### config.mk
export PLATFORM = sky130hd
export DESIGN_NAME = dac_spi_monitor
export DESIGN_NICKNAME = d
export VERILOG_FILES = /design/src/rtl/dac_mon_pkg.sv /design/src/rtl/dac_mon_edge_sync.sv /design/src/rtl/dac_spi_monitor.sv
export SDC_FILE = /design/constraint.sdc
export NUM_CORES = 1
export LEC_CHECK = 0
export ABC_CLOCK_PERIOD_IN_PS = 4100
export CAP_MARGIN = 20
export CORE_ASPECT_RATIO = 1.1
export CORE_MARGIN = 3
export CORE_UTILIZATION = 35
export DETAILED_ROUTE_END_ITERATION = 10
export SKIP_CTS_REPAIR_TIMING = 1
export SYNTH_ARGS = -nofsm -noshare
export SYNTH_HDL_FRONTEND = slang
export SYNTH_SLANG_ARGS = --single-unit
### constraint.sdc
create_clock -name clkin -period 4.1 [get_ports clkin]
set_input_delay 0.82 -clock clkin [delete_from_list [all_inputs] [get_ports clkin]]
set_output_delay 0.82 -clock clkin [all_outputs]
set_load 0.005 [all_outputs]
### src/rtl/dac_mon_pkg.sv
// rtl/dac_mon_pkg.sv - shared constants, state type and frame-length helper for the DAC link monitor
package dac_mon_pkg;

  localparam logic [3:0] CMD_WR_UPD       = 4'h3;
  localparam logic [3:0] CMD_NOP          = 4'h7;
  localparam int         CHAIN_WORD_BITS  = 32;
  localparam int         QUAD_WORD_BITS   = 24;
  localparam int         CHAIN_FRAME_BITS = 128;

  typedef enum logic [1:0] {
    IDLE,
    SHIFT,
    CHECK
  } mon_state_t;

  // A chain frame is well formed only when it carries 1..4 complete 32-bit words.
  function automatic logic chain_len_ok(input logic [7:0] n);
    return (n != 8'd0) && ((n % 8'(CHAIN_WORD_BITS)) == 8'd0) &&
           (n <= 8'(CHAIN_FRAME_BITS));
  endfunction

endpackage

### src/rtl/dac_mon_edge_sync.sv
// rtl/dac_mon_edge_sync.sv - optional input synchronizer plus sclk-rise and csel-fall/rise strobes
module dac_mon_edge_sync #(
  parameter int SYNC_STAGES = 0
) (
  input  logic clkin,
  input  logic reset,
  input  logic sclk,
  input  logic csel,
  input  logic mosi,
  output logic mosi_s,
  output logic sclk_rise,
  output logic csel_fall,
  output logic csel_rise
);

  logic [2:0] raw;
  logic [2:0] synced;
  logic       sclk_d;
  logic       csel_d;

  assign raw = {sclk, csel, mosi};

  generate
    if (SYNC_STAGES == 0) begin : g_direct
      assign synced = raw;
    end else begin : g_sync
      logic [SYNC_STAGES-1:0][2:0] stage;

      // Idle link level (sclk low, csel high) so reset never fakes an edge.
      always_ff @(posedge clkin) begin
        if (reset) begin
          stage <= {SYNC_STAGES{3'b010}};
        end else begin
          stage[0] <= raw;
          for (int i = 1; i < SYNC_STAGES; i++) begin
            stage[i] <= stage[i-1];
          end
        end
      end

      assign synced = stage[SYNC_STAGES-1];
    end
  endgenerate

  always_ff @(posedge clkin) begin
    if (reset) begin
      sclk_d <= 1'b0;
      csel_d <= 1'b1;
    end else begin
      sclk_d <= synced[2];
      csel_d <= synced[1];
    end
  end

  assign mosi_s    = synced[0];
  assign sclk_rise = synced[2] & ~sclk_d;
  assign csel_fall = ~synced[1] & csel_d;
  assign csel_rise = synced[1] & ~csel_d;

endmodule

### src/rtl/dac_spi_monitor.sv
// rtl/dac_spi_monitor.sv - DAC serial link decoder with per-channel shadow; DAC_MON_COUNTERS_EN adds frame/error counters
module dac_spi_monitor
  import dac_mon_pkg::*;
#(
  parameter int SYNC_STAGES = 0,
  parameter int NUM_CHAN    = 4
) (
  input  logic                    clkin,
  input  logic                    reset,
  input  logic                    sclk,
  input  logic                    csel,
  input  logic                    mosi,
  input  logic                    isQuadDac,
  output logic                    word_valid,
  output logic [1:0]              word_chan,
  output logic [3:0]              word_cmd,
  output logic [15:0]             word_data,
  output logic [16*NUM_CHAN-1:0]  ch_data,
  output logic                    busy,
  output logic                    frame_err
`ifdef DAC_MON_COUNTERS_EN
  ,
  output logic [15:0]             frame_count,
  output logic [15:0]             err_count
`endif
);

  mon_state_t  state;
  mon_state_t  state_nxt;
  logic        mosi_s;
  logic        sclk_rise;
  logic        csel_fall;
  logic        csel_rise;

  logic [26:0] shreg;
  logic [7:0]  bitcnt;
  logic        quad_mode;

  logic        start;
  logic        shift_bit;
  logic        frame_end;
  logic        len_ok;
  logic        chain_word;
  logic        quad_word;
  logic        valid_nxt;
  logic        err_nxt;
  logic [27:0] word_cur;
  logic [7:0]  bitcnt_nxt;
  logic [1:0]  chan_nxt;
  logic [3:0]  cmd_nxt;
  logic [15:0] data_nxt;

  dac_mon_edge_sync #(
    .SYNC_STAGES(SYNC_STAGES)
  ) u_edge_sync (
    .clkin     (clkin),
    .reset     (reset),
    .sclk      (sclk),
    .csel      (csel),
    .mosi      (mosi),
    .mosi_s    (mosi_s),
    .sclk_rise (sclk_rise),
    .csel_fall (csel_fall),
    .csel_rise (csel_rise)
  );

  always_ff @(posedge clkin) begin
    if (reset) begin
      state <= IDLE;
    end else begin
      state <= state_nxt;
    end
  end

  always_comb begin
    state_nxt = state;
    case (state)
      IDLE:    if (csel_fall) state_nxt = SHIFT;
      SHIFT:   if (csel_rise) state_nxt = CHECK;
      CHECK:   state_nxt = csel_fall ? SHIFT : IDLE;
      default: state_nxt = IDLE;
    endcase
  end

  // word_cur is the frame as it stands after this cycle's bit (if any) is taken,
  // so a bit arriving together with the csel rise is counted before framing is judged.
  always_comb begin
    start      = (state != SHIFT) && (state_nxt == SHIFT);
    shift_bit  = (state == SHIFT) && sclk_rise;
    frame_end  = (state == SHIFT) && csel_rise;
    word_cur   = shift_bit ? {shreg, mosi_s} : {1'b0, shreg};
    bitcnt_nxt = (shift_bit && (bitcnt != 8'hFF)) ? bitcnt + 8'd1 : bitcnt;
    len_ok     = quad_mode ? (bitcnt_nxt == 8'(QUAD_WORD_BITS)) : chain_len_ok(bitcnt_nxt);
    chain_word = shift_bit && !quad_mode && chain_len_ok(bitcnt_nxt);
    quad_word  = frame_end && quad_mode && len_ok;
    valid_nxt  = chain_word || quad_word;
    err_nxt    = frame_end && !len_ok;
    cmd_nxt    = quad_mode ? word_cur[23:20] : word_cur[27:24];
    chan_nxt   = quad_mode ? word_cur[17:16] : bitcnt[6:5];
    data_nxt   = word_cur[15:0];
  end

  assign busy = (state == SHIFT);

  always_ff @(posedge clkin) begin
    if (reset) begin
      shreg      <= '0;
      bitcnt     <= '0;
      quad_mode  <= 1'b0;
      word_valid <= 1'b0;
      word_chan  <= '0;
      word_cmd   <= '0;
      word_data  <= '0;
      frame_err  <= 1'b0;
      ch_data    <= '0;
    end else begin
      word_valid <= valid_nxt;
      frame_err  <= err_nxt;
      if (valid_nxt) begin
        word_chan <= chan_nxt;
        word_cmd  <= cmd_nxt;
        word_data <= data_nxt;
      end
      if (valid_nxt && (cmd_nxt == CMD_WR_UPD)) begin
        ch_data[{chan_nxt, 4'b0000} +: 16] <= data_nxt;
      end
      if (start) begin
        shreg     <= '0;
        bitcnt    <= '0;
        quad_mode <= isQuadDac;
      end else if (shift_bit) begin
        shreg  <= word_cur[26:0];
        bitcnt <= bitcnt_nxt;
      end
    end
  end

`ifdef DAC_MON_COUNTERS_EN
  always_ff @(posedge clkin) begin
    if (reset) begin
      frame_count <= '0;
      err_count   <= '0;
    end else begin
      if (frame_end && len_ok && (frame_count != 16'hFFFF)) frame_count <= frame_count + 16'd1;
      if (err_nxt && (err_count != 16'hFFFF)) err_count <= err_count + 16'd1;
    end
  end
`endif

endmodule

After elaboration in Yosys (flattened, before gate mapping)

Cells that the tools add are included.

Add/sub/neg operators: 2
Magnitude comparators: 1
Equal/unequal tests: 7
Shift operators: 2
Muxes and demuxes: 10
Bitwise operators: 6
Reductions and logical operators: 19

Operator list:

| kind                                                  | number |
|---|---|
| bitwise mux 64 bit                                    | 1 |
| variable shift 16 x 8 -> 64 bit, first input constant | 1 |
| indexed part select 16 x 8 -> 64 bit                  | 1 |
| two-way mux 28 bit                                    | 1 |
| logical AND 1 bit                                     | 12 |
| adder 8 x 1 -> 8 bit, second input constant           | 1 |
| == test 8 x 5 -> 1 bit, second input constant         | 1 |
| less-or-equal comparator 8 bit, second input constant | 1 |
| zero test 8 bit                                       | 1 |
| two-way mux 8 bit                                     | 1 |
| inequality test 8 bit, second input constant          | 1 |
| negation 6 -> 8 bit                                   | 1 |
| nonzero test 8 bit                                    | 1 |
| two-way mux 2 bit                                     | 3 |
| case mux 2 bit (3 select lines)                       | 1 |
| == test 2 x 1 -> 1 bit, second input constant         | 2 |
| == test 4 x 2 -> 1 bit, second input constant         | 1 |
| two-way mux 4 bit                                     | 1 |
| bitwise AND 1 bit                                     | 3 |
| NOT 1 bit                                             | 3 |
| == test 2 bit, second input constant                  | 1 |
| zero test 1 bit                                       | 2 |
| zero test 2 bit                                       | 1 |
| two-way mux 1 bit                                     | 2 |
| other kinds (3)                                       | 3 |

Bits in registers: 128
Bits of input ports: 6
Output and inout port bits: 89
Word-level logic and storage cells: 59

Longest topological paths before layout

Depth after elaboration: 12
Mapped depth: 14
Depth with buffers taken out: 11

By module

From an unflattened synthesis, not the netlist that was laid out.

Cell total of the unflattened synthesis: 627
Area total of the unflattened synthesis: 5899.4 um^2

By module, submodules not included:

| module            | instances | cells an instance | area an instance (um^2) | sequential area each (um^2) |
|---|---|---|---|---|
| dac_spi_monitor   | 1         | 619               | 5819.3                  | 2522.4 |
| dac_mon_edge_sync | 1         | 8                 | 80.1                    | 40.0 |

Worst setup path before layout

No wires, ideal clock.

Kind: input port to flip-flop
Start point: input sclk
End point: register ch_data[53]
Arrival time: 3.412 ns
Slack: 0.614 ns
Stages on the path: 12
Path buffers: 3
Path through: nand4bb_1 > buf_2 > buf_4 > mux2i_1 > o21ai_0 > inv_1 > ha_1 > a2111oi_0 > nor4b_2 > buf_2 > o2111ai_1 > o21ai_0

Elaborated cells between the ends (all ways): 24
Those cells by class: add/sub: 1; order compare: 1; eq/ne: 2; shift: 2; mux: 6; bitwise: 1; reduce/logical: 11

RTL lines:

| what                                                                                           | RTL line                | text |
|---|---|---|
| start: declaration                                                                             | dac_spi_monitor.sv:10   | `input logic sclk,` |
| bitwise AND 1 bit (*)                                                                          | dac_mon_edge_sync.sv:56 | `assign sclk_rise = synced[2] & ~sclk_d;` |
| logical AND 1 bit (*)                                                                          | dac_spi_monitor.sv:89   | `shift_bit = (state == SHIFT) && sclk_rise;` |
| two-way mux 28 bit (*)                                                                         | dac_spi_monitor.sv:91   | `word_cur = shift_bit ? {shreg, mosi_s} : {1'b0, shreg};` |
| two-way mux 2 bit (*)                                                                          | dac_spi_monitor.sv:99   | `chan_nxt = quad_mode ? word_cur[17:16] : bitcnt[6:5];` |
| net chan_nxt[0]                                                                                | dac_spi_monitor.sv:49   | `logic [1:0] chan_nxt;` |
| negation 6 -> 8 bit (*)                                                                        | dac_spi_monitor.sv:125  | `ch_data[{chan_nxt, 4'b0000} +: 16] <= data_nxt;` |
| indexed part select 16 x 8 -> 64 bit / variable shift 16 x 8 -> 64 bit (equally long branches) | dac_spi_monitor.sv:125  |  |
| bitwise mux 64 bit (*)                                                                         | dac_spi_monitor.sv:125  |  |
| end signal: indexed assignment                                                                 | dac_spi_monitor.sv:125  |  |
| end: declaration                                                                               | dac_spi_monitor.sv:18   | `output logic [16*NUM_CHAN-1:0] ch_data,` |

The timed path passes the listed nets; every way through them passes the cells marked *.
A chain may end at the register's enable or synchronous reset.

Worst setup path after layout

Start point: input sclk
End point: register ch_data[57]

Word-level cells in the longest chain between the ends: 11
Elaborated cells between the ends (all ways): 24
Those cells by class: add/sub: 1; order compare: 1; eq/ne: 2; shift: 2; mux: 6; bitwise: 1; reduce/logical: 11

Ends and longest elaborated chain:

| what                                                                        | RTL line |
|---|---|
| bitwise AND 1 bit (*)                                                       | dac_mon_edge_sync.sv:56 |
| logical AND 1 bit (*)                                                       | dac_spi_monitor.sv:89 |
| parallel branches: the longest is 9 deep, another holds negation 6 -> 8 bit | -- |

Every way passes the cells marked *.

==> out/metrics.cfg <==
[floorplanning]
num_rows = 47
io_pins = 95
initial_core_util_pct = 36.4
die_x_um = 126
dieArea_um2 = 17500
coreArea_um2 = 15300
die_y_um = 138

[clocking]
clk_pin_slew_ps = 60
clk_latency_ps = 420
htreeDepth = 4
clock-sinks = 128
cts_tree = built
clockRootBuffer = clkbuf_16
numCtsBuffers = 17
cts_buffer_depth = 2

[timing]
worst_slew_pin_slew_ps = 995
max_slew_margin_pct = 33.7
worst_hold_slack_ps = 461
skew_ps = 13.1
finalWorstSetupSlack_ps = 485
min_period_ps = 3620
finalMaxSlewViolations = 0
setup_viol = 0
tns_ps = 0
hold_viol = 0
period_share_pct = 88.2
fmax_mhz = 277
grt_setup_unrepaired = no

[global_routing]
gr-usage-met2_pct = 31.0
grt_usage_pct = 18.1
grt_pass1_wl_mm = 25.2
gr-usage-met3_pct = 4.90
use_met1_pct = 22.3
busiest_layer = met2
grt_pass1_vias = 4693
overflow = 0
antenna_found_initial = 0
grt_max_degree = 75

[power]
p_leak_uw = 0.00274
power_frac_comb_pct = 3.1
swShare_pct = 21.5
total_power_uw = 2980
p_clk_share_pct = 55.0
power_switching_uw = 641
power.density_nw_per_um2 = 404
p_int_uw = 2340
ir_drop_mv = 0.204
seqPwrFrac_pct = 41.9

[worst_setup_path]
rrSetupSlack_ps = 1000
path_cells = clkdlybuf4s50_1 -> and4bb_1 -> nand3_1 -> a22oi_1 -> nor4bb_4 -> buf_4 -> o2111a_1 -> o21ai_0
critical_path_class = input port to flip-flop
reg2reg_depth = 7
cp_slowest_cell = o2111a_1
required_ps = 4380
critPathMaxFanout = 31
max_stage_delay_ps = 580
crit_arrival_ps = 3890
timing.rr.start = u_edge_sync.sclk_d$_SDFF_PP0_
worstSetupStartpointType = input port
rr_endpoint = ch_data[57]$_SDFFE_PP0P_
endpoint_kind = flip-flop

[yosys]
synth_common_cells = dfxtp_1, nand2_1, o21ai_0
ys.flop_type = dfxtp_1
syn_area_um2 = 5570
synth_seq_cells = 128
yosysWarnings = 0
syn-instance-count = 615
post-synth-top-count-cell = dfxtp_1
synth_top_area_share_pct = 46.0
ys_seq_area_share_pct = 46.0
ys_async_sr_fraction_pct = 0
syn_avg_cell_area_um2 = 9.05
synth_area_leader_cell = dfxtp_1
synth_cell_types = 60
synth_area_leaders = dfxtp_1, o2111ai_1, nand2_1, mux2i_1, o21ai_0
synth_fp_nets = 626
synth_edf_count = 0

[placement]
io_buffer_count = 94
post-place-ws_ps = 54.2
routabilityCongestion = 0.882
dp_hpwl_mm = 11.1

[final_layout]
syn_to_final_growth_pct = 32.7
fillers = 1439
num_antenna_cells = 0
drive_gt1_share_pct = 11.1
regArea_um2 = 2560
nNetsFinal = 710
multi_input_area_um2 = 2770

[detailed_routing]
vias = 4889
firstDrtPassIters = 5
wl_per_cell_um = 17.4
route.antenna.remaining_nets = 0
drt_wl_total_mm = 15.8
dr.first_iter.drc_count = 325
avgViaCountPerCell = 5.38
drt_drc_violations_left = 0

[min_path]
min-delay-start = shreg[18]$_SDFFE_PP0N_
hold_class = flip-flop to flip-flop
min_path_cells = 2
holdPathEnd = shreg[18]$_SDFFE_PP0N_

[status]
outcome = completed

[flow_run]
cap_viol_max_count = 0

[kinds of logic after synthesis]
group | share of synthesized area (%)
DFF | 46.0
AOI/OAI and AO/OA | 17.6
muxes | 12.0
adders and majority gates | 1.12
xor gates and xnor gates | 0.157
buffers and inverters | 4.74
and+or+nand+nor | 18.3
[per-stage QoR]
stage	util [%]	instances	area [um^2]
floorplan	-	615	5570
finish	48.3	908	7380
CTS	48.3	908	7380
detailed placement	44.1	876	6740
global placement	44.1	876	6740
global route	48.3	908	7380
[routing by layer]
layer / vias up / wire length (um)
li1: 2389 / -
met1: 2339 / 6960
met2: 137 / 7900
met3: 24 / 712
met4: 0 / 250
met5: - / 0
[power by group through the flow]
| stage | Sequential [uW] | Combinational [uW] | Clock [uW] |
|---|---|---|---|
| 6_report | 1250 | 93.2 | 1640 |
| 5_1_grt | 1250 | 101 | 1720 |
| 4_1_cts | 1250 | 92.2 | 1660 |
| 3_5_place_dp | 1280 | 91.8 | 0 |
| 3_3_place_gp | 1280 | 90.2 | 0 |
| 2_1_floorplan | 1280 | 61.0 | 0 |
[cell usage in the layout (no fill, tap or decap), types with 14 or more instances in the layout]
| master | instances |
|---|---|
| dfxtp_1 | 128 |
| nand2_1 | 114 |
| clkdlybuf4s50_1 | 94 |
| o21ai_0 | 51 |
| nor2_1 | 49 |
| o2111ai_1 | 49 |
| mux2i_1 | 42 |
| buf_4 | 23 |
| nor2b_1 | 18 |
| clkbuf_16 | 17 |
| a21oi_1 | 14 |
[layout make-up]
| type | count | share of cell area, % |
|---|---|---|
| clock buffer | 20 | 6.32 |
| clock inverter | 12 | 2.46 |
| inverter | 7 | 0.356 |
| multi-input combinational | 427 | 37.5 |
| sequential | 128 | 34.7 |
| tap | 196 | 3.32 |
| timing repair buffer | 118 | 15.4 |
[worst max-delay path, delay by kind of cell]
kind                   cells  cell delay (ps)
and+or+nand+nor            3              960
buffers and inverters      2              890
AOI/OAI and AO/OA          3             1200
[flip-flops by register name, summed over array words and instances, names as in the netlist, 2 cells and up]
register / cells
word_data: 16
bitcnt: 8
state: 2
word_chan: 2
shreg: 27
word_cmd: 4
ch_data: 64
[worst max-delay path by stage]
stage	from	endpoint	depth (start not counted)
CTS	sclk	ch_data[57]$_SDFFE_PP0P_	8
floorplan	sclk	ch_data[53]$_SDFFE_PP0P_	12
detailed placement	sclk	ch_data[55]$_SDFFE_PP0P_	8
finish	sclk	ch_data[57]$_SDFFE_PP0P_	8
global route	sclk	ch_data[55]$_SDFFE_PP0P_	8
global placement	sclk	ch_data[54]$_SDFFE_PP0P_	11
(Power assumes the default switching activity.)
